### src/rtl/ring_slot_arbiter.sv
// rtl/ring_slot_arbiter.sv - per-core ring stop: strips own slots, captures and grants the Token round-robin
module ring_slot_arbiter #(
   parameter int NREQ   = 4,
   parameter int RING_W = 32
) (
   input  logic                   clock,
   input  logic                   reset,
   input  logic [3:0]             whichCore,
   input  logic [RING_W-1:0]      RingIn,
   input  logic [3:0]             SlotTypeIn,
   input  logic [3:0]             SourceIn,
   output logic [RING_W-1:0]      RingOut,
   output logic [3:0]             SlotTypeOut,
   output logic [3:0]             SourceOut,
   input  logic [NREQ-1:0]        reqWants,
   input  logic [NREQ-1:0]        reqDrive,
   input  logic [NREQ*RING_W-1:0] reqData,
   input  logic [NREQ*4-1:0]      reqType,
   input  logic [NREQ*4-1:0]      reqSource,
   output logic [NREQ-1:0]        reqAcquire,
   output logic                   protoErr
);

   localparam int PTR_W = (NREQ > 1) ? $clog2(NREQ) : 1;
   localparam logic [3:0] SLOT_TOKEN = 4'd1;
   localparam logic [3:0] SLOT_NULL  = 4'd7;
   localparam logic [PTR_W-1:0] LAST_REQ = PTR_W'(NREQ - 1);

   typedef enum logic {PASS, HOLD} state_t;

   state_t            state, nextState;
   logic [PTR_W-1:0]  rrPtr, rrPtrNext;
   logic [PTR_W-1:0]  owner, ownerNext;
   logic [PTR_W-1:0]  winner, cand, sel;
   logic              found;
   logic [RING_W-1:0] dataNext;
   logic [3:0]        typeNext, sourceNext;
   logic              protoErrNext;
   logic              tokenIn, ownReturn, foreignInHold;

   assign tokenIn   = (SlotTypeIn == SLOT_TOKEN);
   assign ownReturn = (SlotTypeIn != SLOT_TOKEN) && (SlotTypeIn != SLOT_NULL) && (SourceIn == whichCore);
   // A duplicate Token or someone else's message means another stop ignored our ownership.
   assign foreignInHold = tokenIn || ((SlotTypeIn != SLOT_NULL) && (SourceIn != whichCore));

   // Round-robin search: first wanting requester at or above rrPtr, wrapping around.
   always_comb begin
      found  = 1'b0;
      winner = '0;
      cand   = '0;
      for (int k = 0; k < NREQ; k++) begin
         cand = PTR_W'((int'(rrPtr) + k) % NREQ);
         if (!found && reqWants[cand]) begin
            found  = 1'b1;
            winner = cand;
         end
      end
   end

   // Next-state, grant and next ring slot; the owner's slot is selected by whoever holds or is winning.
   always_comb begin
      nextState    = state;
      rrPtrNext    = rrPtr;
      ownerNext    = owner;
      dataNext     = RingIn;
      typeNext     = SlotTypeIn;
      sourceNext   = SourceIn;
      protoErrNext = protoErr;
      reqAcquire   = '0;
      sel          = (state == HOLD) ? owner : winner;

      case (state)
         PASS: begin
            if (tokenIn && found) begin
               reqAcquire[winner] = 1'b1;
               if (reqDrive[winner]) begin
                  dataNext   = reqData[sel*RING_W +: RING_W];
                  typeNext   = reqType[sel*4 +: 4];
                  sourceNext = reqSource[sel*4 +: 4];
                  rrPtrNext  = (winner == LAST_REQ) ? '0 : winner + 1'b1;
                  ownerNext  = winner;
                  nextState  = HOLD;
               end
            end else if (ownReturn) begin
               dataNext   = '0;
               typeNext   = SLOT_NULL;
               sourceNext = '0;
            end
         end
         HOLD: begin
            reqAcquire[owner] = 1'b1;
            if (reqDrive[owner]) begin
               dataNext   = reqData[sel*RING_W +: RING_W];
               typeNext   = reqType[sel*4 +: 4];
               sourceNext = reqSource[sel*4 +: 4];
            end else begin
               // Owner finished: the Token goes back out and takes precedence over stripping.
               dataNext   = '0;
               typeNext   = SLOT_TOKEN;
               sourceNext = whichCore;
               nextState  = PASS;
            end
            if (foreignInHold) begin
               protoErrNext = 1'b1;
            end
         end
         default: nextState = PASS;
      endcase

      // Nothing is granted while reset is asserted since no state change can commit.
      if (reset) begin
         reqAcquire = '0;
      end
   end

   // Registered ring outputs and arbitration state.
   always_ff @(posedge clock) begin
      if (reset) begin
         state       <= PASS;
         rrPtr       <= '0;
         owner       <= '0;
         RingOut     <= '0;
         SlotTypeOut <= SLOT_NULL;
         SourceOut   <= '0;
         protoErr    <= 1'b0;
      end else begin
         state       <= nextState;
         rrPtr       <= rrPtrNext;
         owner       <= ownerNext;
         RingOut     <= dataNext;
         SlotTypeOut <= typeNext;
         SourceOut   <= sourceNext;
         protoErr    <= protoErrNext;
      end
   end

endmodule

### config.mk
export PLATFORM = sky130hd
export DESIGN_NAME = ring_slot_arbiter
export DESIGN_NICKNAME = d
export VERILOG_FILES = /design/src/rtl/ring_slot_arbiter.sv
export SDC_FILE = /design/constraint.sdc
export NUM_CORES = 1
export LEC_CHECK = 0
export ABC_CLOCK_PERIOD_IN_PS = 6600
export CORE_ASPECT_RATIO = 2
export CORE_UTILIZATION = 30
export DETAILED_ROUTE_END_ITERATION = 6
export DONT_BUFFER_PORTS = 1
export HOLD_SLACK_MARGIN = 0.02
export PLACE_DENSITY_LB_ADDON = 0.3
export SLEW_MARGIN = 20
export SYNTH_ARGS = -nofsm -noshare
export SYNTH_HDL_FRONTEND = slang
export SYNTH_SLANG_ARGS = --single-unit
### constraint.sdc
create_clock -name clock -period 6.6 [get_ports clock]
set_input_delay 1.32 -clock clock [delete_from_list [all_inputs] [get_ports clock]]
set_output_delay 1.32 -clock clock [all_outputs]
set_load 0.03 [all_outputs]
==> out/metrics.cfg, run 1 <==
[status]
status = completed

[clock_tree]
cts_setup_buffers = 0
cts_resized = 0
clk_latency_ns = 0.29
cts-htree-levels = 2
postCtsHoldBufs = 0
cts_root_buf = clkbuf_16
clk_pin_slew_ns = 0.07
cts.sinks = 46
numCtsBuffers = 5
cts_tree = yes
clk_path_buf_depth = 2

[synthesis]
yosysTopAreaCellShare = 0.3108
async_reset_ff_frac = 0
syn_area_per_cell_um2 = 11.48
synth-seq-cells = 46
synth-edff-count = 0
synth_ff_type = dfxtp_1
synth_top_cell_by_area = dfxtp_1
syn_area_um2 = 2963
yosys.cell_types.count = 43
seq_area_frac_synth = 0.3108
synthCells = 258
synth.area.top_cells = dfxtp_1, mux4_2, a22o_1, mux2i_1, a21oi_1
synth_warnings = 0
syn-num-nets = 476

[detailed_routing]
wire_per_inst_um = 26.09
drt_iter0_drc = 113
drc_errors = 0
drtPass1Iterations = 7
drt-total-wl_mm = 9.965
vias = 2377
drtAntennaViolNets = 0
vias_per_cell = 6.223

[cells_and_area]
final_nets = 465
fill_cells = 983
fin_area_um2 = 3207
drive_above_1_share = 0.2258
areaGrowthSynthToFinish_pct = 8.235

[sta]
hold_viol = 0
rsz0062_at_grt = false
worstMarginPinSlew_ns = 0.9406
max_freq_mhz = 229.3
min_period_ns = 4.361
tns_ns = 0
skew_ns = 0.009350
relSlewSlack = 0.3729
slew_violations = 0
finalCritPeriodShare = 0.6608
setup_violations = 0

[grt]
globalRoute.totalOverflow = 0
antenna_found_initial = 2
track_usage = 0.1789
grt_pass1_wl_mm = 13.43
grt_pass1_vias = 2367
grt_max_degree = 46

[critical_path]
required_ns = 5.28
crit_chain = nor2b_1 > nand2b_1 > nor4_2 > a22oi_1 > nor2_1
crit_fanout = 8
cp_slowest_stage_delay_ns = 0.70
crit_path_top_delay_cell = nor4_2
r2r-start = rrPtr[1]
critPathKind = input port to output pin
startpoint = SlotTypeIn[0]
cp.arrival_ns = 3.04
worstSetupStartpointType = input port
end_kind = output pin

[placement]
hpwl_mm = 8.095
placed_area_um2 = 3027
gp_congestion = 0.8125
port_buffers = 0

[die]
io_pins = 259
start_util = 0.3075
die_w_um = 72.27
dieArea_um2 = 10300
rows = 51
coreArea_um2 = 9635
floorplan.die.height_um = 142.5

[worst_hold_path]
hp-start = protoErr
holdCritPathClass = flop to flop

[power]
pwr_density_cell_nw_per_um2 = 243.9
peakVddDrop_uv = 128.1
leakage_nw = 1.130

[flow_run]
drv_cap = 0

-- metrics by stage --
step | worst slack, ns | std cells | util | hold WS [ns] | total power [W]
6_report | 2.239 | 382 | 0.3328 | 0.6061 | 0.0007822
5_1_grt | 2.057 | 380 | 0.3323 | 0.6325 | 0.0008155
4_1_cts | 2.235 | 380 | 0.3316 | 0.6027 | 0.0007924
3_5_place_dp | 2.234 | 372 | 0.3141 | 0.5911 | 0.0004931
3_3_place_gp | 2.299 | 372 | 0.3141 | 0.5880 | 0.0004912
2_1_floorplan | 2.449 | 258 | - | 0.5000 | 0.0004726
-- cells by family (layout without fill, tap and decap cells) --
logic type,after synthesis,in the layout,share of synthesized area
AO/OA/AOI/OAI,76,76,0.2065
XOR/XNOR,5,5,0.01478
adder cells (fa/ha/maj),4,4,0.01689
buffers and inverters,26,16,0.05278
flip-flops,46,46,0.3108
multiplexers,45,45,0.2998
other,0,2,0
AND/OR/NAND/NOR,56,56,0.09840
-- cell usage after synthesis, types with 5 or more instances --
master / number
nand2_1: 17
clkbuf_1: 7
a22o_1: 32
nor2_1: 12
dfxtp_1: 46
mux2i_1: 10
buf_6: 5
nor2b_1: 5
buf_2: 5
mux4_2: 35
a21oi_1: 14
a221o_1: 6
-- worst paths after layout --
check        depth (start not counted)             end  slack [ns]
max                                  5   reqAcquire[0]        2.24
min                                  2        protoErr        0.61
max reg2reg                          6  SlotTypeOut[1]        3.87
min reg2reg                          2        protoErr        0.61
-- per-layer routing --
| layer | routed length, um | vias up | global-route usage |
|---|---|---|---|
| met4 | 214 | 0 | 0.06811 |
| met5 | 0 | - | 0 |
| met3 | 835 | 16 | 0.04320 |
| met1 | 3091 | 1177 | 0.1633 |
| li1 | - | 1007 | - |
| met2 | 5823 | 177 | 0.3601 |
-- sequential cells by signal (all words and copies together) (netlist names) --
name         cells
state            1
SourceOut        4
protoErr         1
rrPtr            2
SlotTypeOut      4
RingOut         32
owner            2
-- report_power, final --
group	switching [W]	total [W]	internal (W)
Combinational	0.0000652	0.000142	0.0000770
Sequential	0.0000472	0.000344	0.000297
Clock	0.000116	0.000296	0.000180
-- cells in the final DEF, fill, tap and decap left out, drive strengths merged, types with 2 or more instances in the layout --
cell	count
a211o	2
a22o	32
nand2	17
buf	3
clkbuf	5
a32oi	2
a221o	6
nor3	2
a31oi	5
a22oi	2
nand3b	4
nand3	5
a221oi	2
mux2i	10
o21bai	2
xor2	4
mux4	35
nor2b	5
nand2b	3
nor2	13
diode	2
dfxtp	46
ha	4
nor4	3
inv	6
o21ai	4
a21oi	14
-- cell type report --
type,instances,area [um2],area share
Tap cell,132,165.2,0.05150
Inverter,5,18.77,0.005853
Clock inverter,3,43.79,0.01366
Timing Repair Buffer,3,22.52,0.007023
Clock buffer,5,125.1,0.03902
Sequential cell,46,920.9,0.2872
Multi-Input combinational cell,186,1906,0.5942
Antenna cell,2,5.005,0.001561
-- worst max-delay path: cells and delay by family --
family	cells	cell delay [ns]
simple gates	4	1.53
compound gates	1	0.19
(Power assumes the default switching activity.)
==> run 2, diff against run 1 <==
--- a/config.mk
+++ b/config.mk
@@ -5,7 +5,7 @@
 export SDC_FILE = /design/constraint.sdc
 export NUM_CORES = 1
 export LEC_CHECK = 0
-export ABC_CLOCK_PERIOD_IN_PS = 6600
+export ABC_CLOCK_PERIOD_IN_PS = 4200
 export CORE_ASPECT_RATIO = 2
 export CORE_UTILIZATION = 30
 export DETAILED_ROUTE_END_ITERATION = 6
==> constraint.sdc (replaced) <==
create_clock -name clock -period 4.2 [get_ports clock]
set_input_delay 0.84 -clock clock [delete_from_list [all_inputs] [get_ports clock]]
set_output_delay 0.84 -clock clock [all_outputs]
set_load 0.03 [all_outputs]
==> run 2 against run 1 <==
Against the previous run:
- design area up 1.1%
- die area stayed put
- worst hold slack got worse by 0.033 ns
- critical endpoint is now reqAcquire[3]
- first-iteration DRC count decreased by 17%
==> out/metrics.cfg, run 2 (synthesis gave the netlist of run 1 again) <==
[critical_path]
r2r-end = RingOut[25]
crit_fanout = 7  ; -1
crit_path_top_delay_cell = nor2_1
cp.arrival_ns = 2.25  ; -0.79 ns
rrSetupSlack_ns = 1.60  ; -2.27 ns
crit_top_cell = nor2b_1
end_kind = output pin
worstSetupStartpointType = input port
r2r-start = rrPtr[1]
startpoint = reqWants[2]
critPathKind = input port to output pin
required_ns = 3.36  ; -1.92 ns
endpoint = reqAcquire[3]
crit_chain = nor2b_1 > nor2b_1 > or2_1 > inv_2 > ha_1 > a32oi_1 > nor2_1
r2r_cells = 8  ; +2
cp_slowest_stage_delay_ns = 0.46  ; -0.24 ns

[die]
coreArea_um2 = 9635  ; unchanged
die_w_um = 72.27  ; unchanged
start_util = 0.3075  ; unchanged
rows = 51  ; unchanged
floorplan.die.height_um = 142.5  ; unchanged
dieArea_um2 = 10300  ; unchanged
io_pins = 259  ; unchanged

[sta]
skew_ns = 0.003945  ; -0.005405 ns
finalCritPeriodShare = 0.7360
tns_ns = 0  ; unchanged
max_freq_mhz = 323.5
hold_viol = 0  ; unchanged
slew_violations = 0  ; unchanged
worstMarginPinSlew_ns = 0.8100  ; -0.1306 ns
min_period_ns = 3.091
final.setup.worst_slack_ns = 1.109  ; -1.130 ns
setup_violations = 0  ; unchanged
relSlewSlack = 0.4543  ; +0.08139
rsz0062_at_grt = false

[clock_tree]
cts_resized = 0  ; unchanged
cts_root_buf = clkbuf_16
cts_tree = yes
numCtsBuffers = 5  ; unchanged
clk_latency_ns = 0.29  ; about the same
cts_setup_buffers = 0  ; unchanged
cts-htree-levels = 2  ; unchanged
clk_pin_slew_ns = 0.07  ; about the same
cts.sinks = 46  ; unchanged
postCtsHoldBufs = 0  ; unchanged
clk_path_buf_depth = 2  ; unchanged

[power]
pwr_density_cell_nw_per_um2 = 378.7  ; +55%
switchingPower_w = 0.0003539  ; +55%
netSwitchingFraction = 0.2882  ; -0.003833
leakage_nw = 1.155  ; +2.2%
cellInternalPower_w = 0.0008744  ; +58%
pwr-share-clk = 0.376  ; -0.002
p_comb_frac = 0.183  ; about the same
peakVddDrop_uv = 196.9  ; +54%
seq_power_share = 0.442  ; +0.002

[detailed_routing]
vias_per_cell = 6.016  ; -3.3%
met1_length_mm = 3.193  ; +3.3%
drtAntennaViolNets = 0  ; unchanged
top_layer_used = met4
wire_per_inst_um = 25.55  ; -2.0%
wl_met2_mm = 5.484  ; -5.8%
drt-total-wl_mm = 9.863  ; -1.0%
wl_met3_um = 850  ; +1.8%
vias = 2322  ; -2.3%
drt_iter0_drc = 94  ; -17%
drc_errors = 0  ; unchanged
drtPass1Iterations = 6  ; -1

[grt]
grt_pass1_wl_mm = 13.58  ; +1.1%
globalRoute.totalOverflow = 0  ; unchanged
antenna_found_initial = 2  ; unchanged
grt_pass1_vias = 2381  ; +0.59%
grt_max_degree = 33  ; -28%
track_usage = 0.1817  ; +0.002801

[placement]
pre_cts_ws_ns = 1.127  ; -1.108 ns
gp_congestion = 0.8070  ; -0.68%
placedCellCount = 376  ; +1.1%
hpwl_mm = 8.134  ; +0.48%
port_buffers = 0  ; unchanged

[cells_and_area]
areaGrowthSynthToFinish_pct = 9.459
reg_top3 = RingOut (32), SlotTypeOut (4), SourceOut (4)
largest_reg_flops = 32  ; unchanged
drive_above_1_share = 0.2341  ; +0.008321
final_nets = 469  ; +0.86%
final_common_cell = dfxtp_1
final_core_util = 0.3366  ; +0.003766
largest_register = RingOut
fill_cells = 962  ; -2.1%
fin_cells = 386  ; +1.0%
final_cell_mix = dfxtp_1, mux4_2, a22o_1, nand2_1, a21oi_1

[flow_run]
drv_cap = 0  ; unchanged

[status]
status = completed

[worst_hold_path]
holdCritPathClass = flop to flop

-- run 2: cell count changes in the layout (fill, tap and decap cells not counted), sizes merged --
cell,before,now
buf,3,7
-- run 2: final cells by class --
class                   instances  area, um2  share of cell area
well taps                     132      165.2             0.05093
diodes                          2      5.005            0.001543
clock inverters                 3      43.79             0.01350
repair buffers                  7      65.06             0.02006
inverters                       5      18.77            0.005787
flip-flops and latches         46      920.9              0.2840
multi-input cells             186       1899              0.5856
clock buffers                   5      125.1             0.03858
-- run 2: critical path, delay by kind of cell --
family	cells	cell delay [ns]
simple gates	4	1.07
fa+ha+maj	1	0.16
buf+inv	1	0.13
compound gates	1	0.05
-- run 2: power by group through the flow --
| stage | Sequential, W | Clock [W] | Combinational (W) |
|---|---|---|---|
| finish | 0.000543 | 0.000461 | 0.000224 |
| global route | 0.000545 | 0.000502 | 0.000241 |
| CTS | 0.000543 | 0.000477 | 0.000227 |
| detailed placement | 0.000553 | 0 | 0.000226 |
| global placement | 0.000554 | 0 | 0.000222 |
| floorplan | 0.000545 | 0 | 0.000198 |
-- run 2: stage by stage --
step	hold slack [ns]	cell area [um2]	total power, W
2_1_floorplan	0.5000	2963	0.0007427
3_3_place_gp	0.5653	3069	0.0007759
3_5_place_dp	0.5597	3069	0.0007794
4_1_cts	0.5698	3238	0.001247
5_1_grt	0.6002	3238	0.001289
6_report	0.5734	3243	0.001228
-- run 2: metal layers --
layer,global-route usage,vias up
li1,-,1017
met1,0.1687,1125
met2,0.3478,160
met3,0.05028,20
met4,0.09082,0
met5,0,-
-- run 2: worst min-delay path by stage --
stage,from,to,slack (ns),cells after the start
floorplan,rrPtr[0],rrPtr[0],0.50,2
global placement,rrPtr[0],rrPtr[0],0.57,2
detailed placement,rrPtr[0],rrPtr[0],0.56,2
CTS,rrPtr[0],rrPtr[0],0.57,2
global route,rrPtr[0],rrPtr[0],0.60,2
finish,rrPtr[0],rrPtr[0],0.57,2
